`src/rtl/rr_grant_arbiter_pkg.sv`:
```
// Shared types and helpers for the round-robin grant arbiter.
package arb_pkg;

    // Widest requester vector the helpers handle; callers zero-extend into it.
    localparam int ARB_MAX_WIDTH = 64;

    typedef logic [ARB_MAX_WIDTH-1:0] arb_vec_t;

    typedef enum logic [0:0] {
        IDLE,
        GRANT
    } arb_state_t;

    // Isolate the lowest set bit of x (zero stays zero).
    function automatic arb_vec_t lsb_onehot(input arb_vec_t x);
        return x & (~x + arb_vec_t'(1));
    endfunction

    // Binary encode of a one-hot vector; zero maps to zero.
    function automatic int unsigned onehot2idx(input arb_vec_t x);
        int unsigned idx;
        idx = 0;
        for (int i = 0; i < ARB_MAX_WIDTH; i++) begin
            if (x[i]) begin
                idx = idx | unsigned'(i);
            end
        end
        return idx;
    endfunction

endpackage

```
`src/rtl/rr_grant_arbiter_pick.sv`:
```
// Combinational round-robin pick: lowest request strictly above the last
// owner, otherwise wrap around to the lowest request overall.
module rr_pick
    import arb_pkg::*;
#(
    parameter int WIDTH = 16,
    parameter int IW    = $clog2(WIDTH)
) (
    input  logic [WIDTH-1:0] req,
    input  logic [IW-1:0]    last,
    output logic [WIDTH-1:0] pick_onehot,
    output logic [IW-1:0]    pick_idx
);

    arb_vec_t req_ext;
    arb_vec_t upto_last;
    arb_vec_t hi;
    arb_vec_t pick_ext;

    // Mask off requests at or below the last owner, then take the lowest survivor.
    always_comb begin
        req_ext   = arb_vec_t'(req);
        upto_last = (arb_vec_t'(2) << last) - arb_vec_t'(1);
        hi        = req_ext & ~upto_last;
        if (hi != '0) begin
            pick_ext = lsb_onehot(hi);
        end else begin
            pick_ext = lsb_onehot(req_ext);
        end
        pick_onehot = pick_ext[WIDTH-1:0];
        pick_idx    = IW'(onehot2idx(pick_ext));
    end

endmodule

```
`src/rtl/rr_grant_arbiter.sv`:
```
// Round-robin arbiter with per-ownership hold limit and back-to-back handover.
module rr_grant_arbiter
    import arb_pkg::*;
#(
    parameter int WIDTH    = 16,
    parameter int MAX_HOLD = 8,
    parameter int IW       = $clog2(WIDTH),
    parameter int HW       = $clog2(MAX_HOLD + 1)
) (
    input  logic             clk_i,
    input  logic             srst_i,
    input  logic [WIDTH-1:0] req_i,
    output logic [WIDTH-1:0] gnt_o,
    output logic [IW-1:0]    gnt_idx_o,
    output logic             gnt_val_o,
    output logic [HW-1:0]    hold_cnt_o
);

    arb_state_t       state_q, state_d;
    logic [IW-1:0]    last_q,  last_d;
    logic [WIDTH-1:0] gnt_q,   gnt_d;
    logic [IW-1:0]    idx_q,   idx_d;
    logic             val_q,   val_d;
    logic [HW-1:0]    hold_q,  hold_d;

    logic [WIDTH-1:0] pick_onehot;
    logic [IW-1:0]    pick_idx;
    logic             release_now;

    rr_pick #(
        .WIDTH (WIDTH),
        .IW    (IW)
    ) u_pick (
        .req         (req_i),
        .last        (last_q),
        .pick_onehot (pick_onehot),
        .pick_idx    (pick_idx)
    );

    // Register state, pointer and all outputs; reset returns to an empty idle arbiter.
    always_ff @(posedge clk_i) begin
        if (srst_i) begin
            state_q <= IDLE;
            last_q  <= IW'(WIDTH - 1);
            gnt_q   <= '0;
            idx_q   <= '0;
            val_q   <= 1'b0;
            hold_q  <= '0;
        end else begin
            state_q <= state_d;
            last_q  <= last_d;
            gnt_q   <= gnt_d;
            idx_q   <= idx_d;
            val_q   <= val_d;
            hold_q  <= hold_d;
        end
    end

    // Decide grant load, hold, handover or return to idle.
    always_comb begin
        state_d     = state_q;
        last_d      = last_q;
        gnt_d       = gnt_q;
        idx_d       = idx_q;
        val_d       = val_q;
        hold_d      = hold_q;
        release_now = !req_i[idx_q] || (hold_q == HW'(MAX_HOLD - 1));

        unique case (state_q)
            IDLE: begin
                if (req_i != '0) begin
                    gnt_d   = pick_onehot;
                    idx_d   = pick_idx;
                    last_d  = pick_idx;
                    val_d   = 1'b1;
                    hold_d  = '0;
                    state_d = GRANT;
                end
            end
            GRANT: begin
                if (!release_now) begin
                    hold_d = hold_q + HW'(1);
                end else if (pick_onehot != '0) begin
                    gnt_d  = pick_onehot;
                    idx_d  = pick_idx;
                    last_d = pick_idx;
                    val_d  = 1'b1;
                    hold_d = '0;
                end else begin
                    gnt_d   = '0;
                    idx_d   = '0;
                    val_d   = 1'b0;
                    hold_d  = '0;
                    state_d = IDLE;
                end
            end
            default: begin
                state_d = IDLE;
            end
        endcase
    end

    assign gnt_o      = gnt_q;
    assign gnt_idx_o  = idx_q;
    assign gnt_val_o  = val_q;
    assign hold_cnt_o = hold_q;

endmodule

```
`config.mk`:
```
export PLATFORM = sky130hd
export DESIGN_NAME = rr_grant_arbiter
export DESIGN_NICKNAME = d
export VERILOG_FILES = /design/src/rtl/rr_grant_arbiter_pkg.sv /design/src/rtl/rr_grant_arbiter_pick.sv /design/src/rtl/rr_grant_arbiter.sv
export SDC_FILE = /design/constraint.sdc
export NUM_CORES = 1
export LEC_CHECK = 0
export CAP_MARGIN = 20
export CORE_ASPECT_RATIO = 0.9
export CORE_MARGIN = 1.5
export CORE_UTILIZATION = 50
export CTS_CLUSTER_SIZE = 30
export DETAILED_ROUTE_END_ITERATION = 10
export GPL_TIMING_DRIVEN = 0
export PLACE_DENSITY = 0.81
export REMOVE_ABC_BUFFERS = 1
export SLEW_MARGIN = 20
export SYNTH_ARGS = -nofsm -noshare
export SYNTH_HDL_FRONTEND = slang
export SYNTH_HIERARCHICAL = 1
export SYNTH_SLANG_ARGS = --single-unit
```
`constraint.sdc`:
```
create_clock -name clk_i -period 10 [get_ports clk_i]
set_input_delay 2 -clock clk_i [delete_from_list [all_inputs] [get_ports clk_i]]
set_output_delay 2 -clock clk_i [all_outputs]
set_load 0.02 [all_outputs]
```
# Word-level counts from Yosys, hierarchy flattened

Index checks and enable logic that the tools add are counted.

Muxes and demuxes: 106
Reduce and logical (&&, ||, !) cells: 8
Shifts and indexed selects: 1
Order comparisons: 1
Equal/unequal tests: 5
Bitwise gates (word level): 7
Add/subtract/negate cells: 4

Operators by type and width:

| kind                                                                         | count |
|---|---|
| 4-bit two-way mux                                                            | 50 |
| 64-bit by 1-bit adder with 64-bit output, second input constant              | 2 |
| 16-bit by 64-bit bitwise AND with 64-bit output                              | 2 |
| 64-bit NOT                                                                   | 2 |
| 16-bit two-way mux                                                           | 7 |
| 64-bit bitwise AND                                                           | 1 |
| 64-bit two-way mux                                                           | 1 |
| 16-bit NOT with 64-bit output                                                | 1 |
| 64-bit nonzero test                                                          | 1 |
| 2-bit by 4-bit left shift with 64-bit output, first input constant           | 1 |
| 64-bit by 1-bit subtractor with 64-bit output, second input constant         | 1 |
| 3-bit two-way mux                                                            | 16 |
| 16-bit one-hot mux with 2 select lines                                       | 1 |
| 16-bit nonzero test                                                          | 2 |
| 4-bit one-hot mux with 2 select lines                                        | 3 |
| 1-bit two-way mux                                                            | 17 |
| 2-bit two-way mux                                                            | 8 |
| 3-bit AND reduction                                                          | 2 |
| 4-bit by 5-bit less-than comparator with 1-bit output, second input constant | 1 |
| 4-bit by 1-bit adder with 4-bit output, second input constant                | 1 |
| 1-bit binary-select mux with 4-bit select                                    | 1 |
| 4-bit by 3-bit == test with 1-bit output, second input constant              | 1 |
| 2-bit by 1-bit inequality test with 1-bit output, second input constant      | 2 |
| 1-bit one-hot mux with 2 select lines                                        | 2 |
| 6 further kinds                                                              | 6 |

Flip-flop bits (word level): 30
Word-level logic and storage cells: 138
Output and inout port bits: 25

# Logic depth before layout (Yosys ltp)

Gate-level depths: netlist of run 1.

Depth after elaboration: 74
Depth in mapped cells: 19
Gate-level depth less buffers: 15

# Modules after synthesis

The synthesis of run 1 kept the hierarchy.

By module, submodules not included:

| module           | area an instance (µm²) | cells each | seq. area each (µm²) | instances |
|---|---|---|---|---|
| rr_grant_arbiter | 1283.7                 | 120        | 600.6                | 1 |
| rr_pick          | 1061.0                 | 158        | 0.0                  | 1 |

# Least setup slack after synthesis of run 1

No wires, ideal clock.

Kind: input-to-reg
From: in req_i[4]
To: reg idx_q[2], in the netlist gnt_idx_o[2]
Library setup time: 0.117 ns
Buffers on the path: 2
Slack: 5.411 ns
Cell stages on the path: 13
Data arrival time: 4.472 ns
Cells stage by stage: nor3b_1 -> a221oi_2 -> nand3_2 -> nor4bb_4 -> buf_4 -> and3_1 -> a31o_1 -> nor4b_1 -> nand4_1 -> nor4_1 -> nor4_4 -> buf_4 -> a22o_1

Elaborated cells on any way between the ends: 74
Classes of those cells: 2 x add/sub; 2 x eq/ne; 59 x mux; 5 x bitwise; 6 x reduce/logical

RTL lines:

| what                                            | line                        | RTL |
|---|---|---|
| start, declared                                 | rr_grant_arbiter.sv:12      | `input logic [WIDTH-1:0] req_i,` |
| 16-bit by 64-bit bitwise AND with 64-bit output | rr_grant_arbiter_pick.sv:24 | `hi = req_ext & ~upto_last;` |
| 64-bit NOT                                      | rr_grant_arbiter_pkg.sv:16  | `return x & (~x + arb_vec_t'(1));` |
| 64-bit by 1-bit adder with 64-bit output        | rr_grant_arbiter_pkg.sv:16  |  |
| 64-bit bitwise AND                              | rr_grant_arbiter_pkg.sv:16  |  |
| 64-bit two-way mux *                            | rr_grant_arbiter_pick.sv:25 | `if (hi != '0) begin` |
| via pick_onehot[5]                              | rr_grant_arbiter.sv:26      | `logic [WIDTH-1:0] pick_onehot;` |
| 3-bit two-way mux (3 in series)                 | rr_grant_arbiter_pkg.sv:24  | `if (x[i]) begin` |
| 4-bit two-way mux (8 in series)                 | rr_grant_arbiter_pkg.sv:24  |  |
| [... 24 more ...]                               | -                           |  |
| 3-bit two-way mux (4 in series)                 | rr_grant_arbiter_pkg.sv:24  |  |
| 4-bit two-way mux (8 in series)                 | rr_grant_arbiter_pkg.sv:24  |  |
| 4-bit two-way mux                               | rr_grant_arbiter.sv:83      | `end else if (pick_onehot != '0) begin` |
| 4-bit two-way mux                               | rr_grant_arbiter.sv:81      | `if (!release_now) begin` |
| 4-bit two-way mux                               | rr_grant_arbiter.sv:69      | `unique case (state_q)` |
| 4-bit two-way mux                               | rr_grant_arbiter.sv:81      |  |
| 4-bit two-way mux                               | rr_grant_arbiter.sv:69      |  |
| 4-bit one-hot mux with 2 select lines *         | rr_grant_arbiter.sv:69      |  |
| end signal, assigned                            | rr_grant_arbiter.sv:53      | `idx_q <= idx_d;` |
| end, declared                                   | rr_grant_arbiter.sv:22      | `logic [IW-1:0] idx_q, idx_d;` |

Mark *: on every way through the listed nets, which the timed path passes. The rest lies on a longest branch. The select of a mux whose other input is x is not followed.
A chain may end at the register's enable or synchronous reset.

# Worst setup path after layout of run 1

From: in req_i[2]
To: reg gnt_q[10], in the netlist gnt_o[10]

Longest elaborated chain between the ends: 12
Elaborated cells on any way between the ends: 26
Classes of those cells: 2 x add/sub; 2 x eq/ne; 11 x mux; 5 x bitwise; 6 x reduce/logical

Ends and longest elaborated chain:

| what                                            | line                        | RTL |
|---|---|---|
| 16-bit by 64-bit bitwise AND with 64-bit output | rr_grant_arbiter_pick.sv:24 |  |
| 64-bit NOT                                      | rr_grant_arbiter_pkg.sv:16  |  |
| 64-bit by 1-bit adder with 64-bit output        | rr_grant_arbiter_pkg.sv:16  |  |
| 64-bit bitwise AND                              | rr_grant_arbiter_pkg.sv:16  |  |
| 64-bit two-way mux *                            | rr_grant_arbiter_pick.sv:25 |  |
| via pick_onehot[12]                             | rr_grant_arbiter.sv:26      |  |
| 16-bit nonzero test *                           | rr_grant_arbiter.sv:83      |  |
| 16-bit two-way mux *                            | rr_grant_arbiter.sv:83      |  |
| 16-bit two-way mux *                            | rr_grant_arbiter.sv:81      |  |
| 16-bit two-way mux *                            | rr_grant_arbiter.sv:69      |  |
| 16-bit two-way mux *                            | rr_grant_arbiter.sv:81      |  |
| 16-bit two-way mux *                            | rr_grant_arbiter.sv:69      |  |
| 16-bit one-hot mux with 2 select lines *        | rr_grant_arbiter.sv:69      |  |
| end signal, assigned                            | rr_grant_arbiter.sv:52      | `gnt_q <= gnt_d;` |
| end, declared                                   | rr_grant_arbiter.sv:21      | `logic [WIDTH-1:0] gnt_q, gnt_d;` |

Marks and branches as above.

==> results of run 1 <==
## metal layers
layer | track usage [%] | vias up | share of wire [%]
li1 | - | 1139 | -
met1 | 39.0 | 1140 | 47
met2 | 43.3 | 118 | 45
met3 | 5.15 | 8 | 7.7
met4 | 3.35 | 0 | 0.60
met5 | 0 | - | 0
## power groups by stage
stage | Sequential [mW] | Combinational, mW | Clock (mW)
CTS | 0.193 | 0.374 | 0.100
global placement | 0.195 | 0.368 | 0
finish | 0.194 | 0.379 | 0.0984
global route | 0.200 | 0.413 | 0.106
floorplan | 0.200 | 0.255 | 0
detailed placement | 0.195 | 0.372 | 0
## state kept, by name (all words and copies together) (netlist names)
| register | count |
|---|---|
| hold_cnt_o | 4 |
| gnt_idx_o | 4 |
| gnt_val_o | 1 |
| state_q | 1 |
| gnt_o | 16 |
| last_q | 4 |
## stage by stage
| stage | setup WS [ns] | cell area (µm²) | util [%] | total power [mW] |
|---|---|---|---|---|
| floorplan | 5.31 | 2240 | - | 0.455 |
| global placement | 4.18 | 2740 | 61.0 | 0.563 |
| detailed placement | 4.10 | 2740 | 61.0 | 0.567 |
| CTS | 4.33 | 2830 | 63.0 | 0.668 |
| global route | 3.94 | 2830 | 63.0 | 0.719 |
| finish | 4.32 | 2830 | 63.0 | 0.671 |
## logic make-up (layout without fill, tap and decap cells)
group / after synthesis / after routing
AO/OA/AOI/OAI: 74 / 74
adder cells (fa/ha/maj): 2 / 2
buffers and inverters: 27 / 63
flip-flops: 30 / 30
multiplexers: 12 / 12
AND/OR/NAND/NOR: 133 / 133
## cell usage in the layout (no fill, tap or decap), types with 7 or more instances in the layout
cell type and instances:
dfxtp_1 30, nor3_1 8, clkdlybuf4s50_1 42, nand3_1 8, a21oi_1 7, nor4_1 9
inv_1 13, nand2_1 18, mux2i_1 9, a22o_1 20, nor2_1 34
## final timing paths
kind                                from  slack, ns  depth (start not counted)                      to
setup reg to reg  last_q[3]$_SDFFE_PP1P_       4.92                         14  gnt_o[10]$_SDFFE_PP0P_
hold / removal    gnt_val_o$_SDFFE_PP0P_       0.46                          1  gnt_val_o$_SDFFE_PP0P_
setup / recovery                req_i[2]       4.32                         11  gnt_o[10]$_SDFFE_PP0P_
hold reg to reg   gnt_val_o$_SDFFE_PP0P_       0.46                          1  gnt_val_o$_SDFFE_PP0P_
## worst max-delay path, cell delays in order
cell	delay (ns)
clkdlybuf4s50_1	0.55
or4_1	0.64
nor3_1	0.49
nand2b_1	0.20
o41ai_1	0.33
and4_1	0.32
nor4_1	0.08
nand4_1	0.12
nor4_1	0.12
nor4_4	0.78
a22o_1	0.28
## layout make-up
cell class              instances  area share (%)
multi-input cells             221            56.2
clock inverters                 1           0.177
flip-flops and latches         30            21.2
well taps                      62            2.74
clock buffers                   7            3.05
repair buffers                 42            14.9
inverters                      13            1.72
==> results.toml, run 1 <==
[critical_path]
cp.arrival_ns = 5.90
required_ns = 10.22
start_kind = "primary input"
crit_type = "primary input to register"
worstPathMaxFanout = 21
crit_path_end_kind = "register"

[grt]
grt_antenna_before_repair = 0
grt_max_degree = 22
grt_pass1_wl_um = 10600
overflow = 0
gr-usage-all-layers_pct = 27.1
grt_pass1_vias = 2102

[synthesis]
synth_top_family_by_area = "simple AND/OR/NAND/NOR gates"
synthFlopType = "dfxtp_1"
synth_area_um2 = 2340
synth_top_cell_by_area = "dfxtp_1"
synth_xor_area_share_pct = 0
synth-edff-count = 0
yosys.area_share.simple_pct = 33.9
synthMuxAreaShare_pct = 6.24
synth.avg_cell_area_um2 = 8.43
synth_most_common_cell = "nor2_1"
synth.area.top_cells = "dfxtp_1 26%, a22o_1 7.5%, nor2_1 5.4%"
seq_area_frac_synth_pct = 25.6
synth_top_area_share_pct = 25.6
ys_ff_latch = 30
async_reset_ff_share_pct = 0
ys_warn_count = 6
ys_types = 70
synth_adder_area_share_pct = 1.07
synth_compound_area_share_pct = 26.6
yosys-top-cells-count = "34 x nor2_1, 30 x dfxtp_1, 20 x a22o_1, 18 x nand2_1, 13 x inv_1"
synthCells = 278

[detailed_routing]
routedWlPerCell_um = 17.6
detail-route-antenna-nets = 0
routed_wl_um = 6620
vias_per_cell = 6.40
vias = 2405
drc = 0
drtIter0Drc = 323
drt_pass1_iterations = 5

[final_layout]
register_area_um2 = 601
final_nets = 333
drive_above_1_share_pct = 10.5
final_cells = 376
area_delta_synth_final_pct = 20.7
diodes = 0
multi_input_area_um2 = 1590
fill_cells = 398

[sta]
fin_skew_ns = 0.00425
finalHoldWorstSlack_ns = 0.458
finalCritPeriodShare_pct = 56.8
fin_crit_ns = 5.68
hold_viol = 0
tns_ns = 0
worstMarginPinSlew_ns = 1.01
setup_viol = 0
grt_setup_unrepaired = "false"
maxSlewHeadroom_pct = 32.3
slew_violations = 0
fmax_ghz = 0.176

[cts]
cts_buffers = 5
clk_latency_ns = 0.28
cts_tree = "done"
post-cts-setup-buffers = 0
clock_path_buffers = 2
root_buffer = "clkbuf_8"
h-tree-depth = 2
clkTransAtPathRegs_ns = 0.06
cts_sinks = 30
cts_resized = 0
postCtsHoldBufs = 0

[status]
status = "complete, no violations"

[flow_run]
cap_violations = 0

[power_and_ir_drop]
leakage_nw = 1.09
irDropWorstVdd_uv = 160
seq_power_share_pct = 28.9
p_sw_uw = 305
p_comb_share_pct = 56.4
p_sw_share_pct = 45.5
p_clk_share_pct = 14.7
powerDensity_nw_per_um2 = 237
p_int_uw = 366

[floorplanning]
die_x_um = 75.2
dieArea_um2 = 5110
num_rows = 23
initial_utilization_pct = 52.2
ios = 43
coreArea_um2 = 4490
die_h_um = 68.0

[placement]
place_inst = 368
io_buffers = 42
gp_congestion = 0.934
dp_hpwl_um = 4850

[worst_hold_path]
hold_path.class = "register to register"
Power figures use the tool's default switching activity.
==> run 2, diff against run 1 <==
--- a/config.mk
+++ b/config.mk
@@ -8,7 +8,7 @@
 export CAP_MARGIN = 20
 export CORE_ASPECT_RATIO = 0.9
 export CORE_MARGIN = 1.5
-export CORE_UTILIZATION = 50
+export CORE_UTILIZATION = 48
 export CTS_CLUSTER_SIZE = 30
 export DETAILED_ROUTE_END_ITERATION = 10
 export GPL_TIMING_DRIVEN = 0
==> constraint.sdc (replaced) <==
create_clock -name clk_i -period 4.8 [get_ports clk_i]
set_input_delay 0.96 -clock clk_i [delete_from_list [all_inputs] [get_ports clk_i]]
set_output_delay 0.96 -clock clk_i [all_outputs]
set_load 0.02 [all_outputs]
==> run 2 against run 1 <==
Via count rose by 2.5%. Die area increased by 4.0%. Core utilization grew 0.73 points. Non-clock buffer count is 4 higher. Sequential power rose by 110%. Global-route usage down 1.2 points. Highest routed layer unchanged.
==> results.toml, run 2 (synthesis results as in run 1) <==
[status]
status = "complete, no violations"

[critical_path]
crit_chain = "clkdlybuf4s50_1 > or4_1 > nor3_1 > nand2b_1 > o31ai_1 > and3_1 > nor4_1 > nand4_1 > nor4_4 > nor4_4 > a22o_1"
critPathMostFrequentCell = "nor4_4"
cp.arrival_ns = 4.79
slowest_stage = "or4_1"
slowest_delay_ns = 0.65
crit_path_end_kind = "register"
required_ns = 5.04
worstPathMaxFanout = 10
crit_type = "primary input to register"
start_kind = "primary input"

[placement]
io_buffers = 42
dp_slack_ns = -0.167
dp_hpwl_um = 4800
placed_area_um2 = 2740
gp_congestion = 0.952

[floorplanning]
initial_utilization_pct = 51.2
die_h_um = 69.3
dieArea_um2 = 5310
num_rows = 23
die_x_um = 76.7
ios = 43
coreArea_um2 = 4580

[detailed_routing]
vias_per_cell = 6.47
vias = 2465
drtIter0Drc = 243
detail-route-antenna-nets = 0
drc = 0
routedWlPerCell_um = 17.8
drt_pass1_iterations = 6
routed_wl_um = 6790

[sta]
finalHoldWorstSlack_ns = 0.460
finalCritPeriodShare_pct = 94.9
setup_viol = 0
slew_violations = 0
setup_ws_ns = 0.247
fin_skew_ns = 0.00568
maxSlewHeadroom_pct = 24.5
fmax_ghz = 0.220
worstMarginPinSlew_ns = 1.12
fin_crit_ns = 4.55
tns_ns = 0
hold_viol = 0

[cts]
cts_buffers = 5
root_buffer = "clkbuf_8"
h-tree-depth = 2
clk_latency_ns = 0.29
cts_tree = "done"
clock_path_buffers = 2
cts_sinks = 30
clkTransAtPathRegs_ns = 0.07

[final_layout]
fill_cells = 414
largest_register_ffs = 16
mostFrequentLayoutCell = "clkdlybuf4s50_1"
diodes = 0
final_cell_mix = "42 x clkdlybuf4s50_1, 34 x nor2_1, 27 x dfxtp_1, 20 x a22o_1, 18 x nand2_1"
fin_area_um2 = 2920
drive_above_1_share_pct = 13.5
area_delta_synth_final_pct = 24.4
final_nets = 338

[grt]
grt_pass1_vias = 2247
grt_max_degree = 22
grt_antenna_before_repair = 0
overflow = 0
grt_pass1_wl_um = 11100
gr-usage-all-layers_pct = 25.9

[flow_run]
cap_violations = 0

[power_and_ir_drop]
irDropWorstVdd_uv = 307
leakage_nw = 1.13
powerDensity_nw_per_um2 = 516
power_mw = 1.51

[worst_hold_path]
hold_path.class = "register to register"
## run 2: changes by cell type in the layout (fill, tap and decap cells not counted), sizes merged
cell / delta
clkbuf: -2
nor4: +1
bufinv: +1
buf: +4
clkinv: +1
## run 2: worst paths after layout
| path | start | to | slack, ns | cells after the start |
|---|---|---|---|---|
| hold / removal | gnt_val_o$_SDFFE_PP0P_ | gnt_val_o$_SDFFE_PP0P_ | 0.46 | 1 |
| setup reg to reg | last_q[0]$_SDFFE_PP1P_ | gnt_o[2]$_SDFFE_PP0P_ | 0.30 | 14 |
| setup / recovery | req_i[2] | gnt_o[2]$_SDFFE_PP0P_ | 0.25 | 11 |
| hold reg to reg | gnt_val_o$_SDFFE_PP0P_ | gnt_val_o$_SDFFE_PP0P_ | 0.46 | 1 |
## run 2: metal layers
metal | vias to the layer above | wire, µm | track usage (%)
li1 | 1154 | - | -
met1 | 1165 | 3000 | 34.5
met2 | 128 | 3070 | 41.1
met3 | 18 | 610 | 7.63
met4 | 0 | 104 | 5.76
met5 | - | 0 | 0
## run 2: power breakdown
part           leakage, nW  total [mW]  internal, mW  switching (mW)
registers            0.244       0.403         0.303           0.100
clock network       0.0579       0.251         0.152          0.0986
logic                0.825       0.851         0.380           0.471
total                 1.13        1.51         0.836           0.669
## run 2: layout make-up
class	instances	area (µm²)	area share [%]
well taps	62	77.6	2.66
flip-flops and latches	30	604	20.7
clock inverters	3	40.0	1.37
repair buffers	46	450	15.4
multi-input cells	222	1630	55.8
clock buffers	5	68.8	2.36
inverters	13	48.8	1.67
## run 2: timing repair
| item | in CTS | in global routing |
|---|---|---|
| hold buffers | 0 | 0 |
| setup buffers | 0 | 4 |
| endpoints found under the setup margin | 21 | 25 |
| gates cloned | 1 | 0 |
| pin swaps | 1 | 1 |
| gates resized for setup | 3 | 3 |
## run 2: through the flow
step           utilization [%]  instances
6_report                  63.7        381
5_1_grt                   63.7        381
4_1_cts                   62.8        377
3_5_place_dp              59.8        368
3_3_place_gp              59.8        368
2_1_floorplan                -        264
## run 2: worst max-delay path, delay by kind of cell
kind                   cells  cell delay [ns]
buffers and inverters      1             0.58
AO/OA/AOI/OAI              2             0.68
AND/OR/NAND/NOR            8             2.57
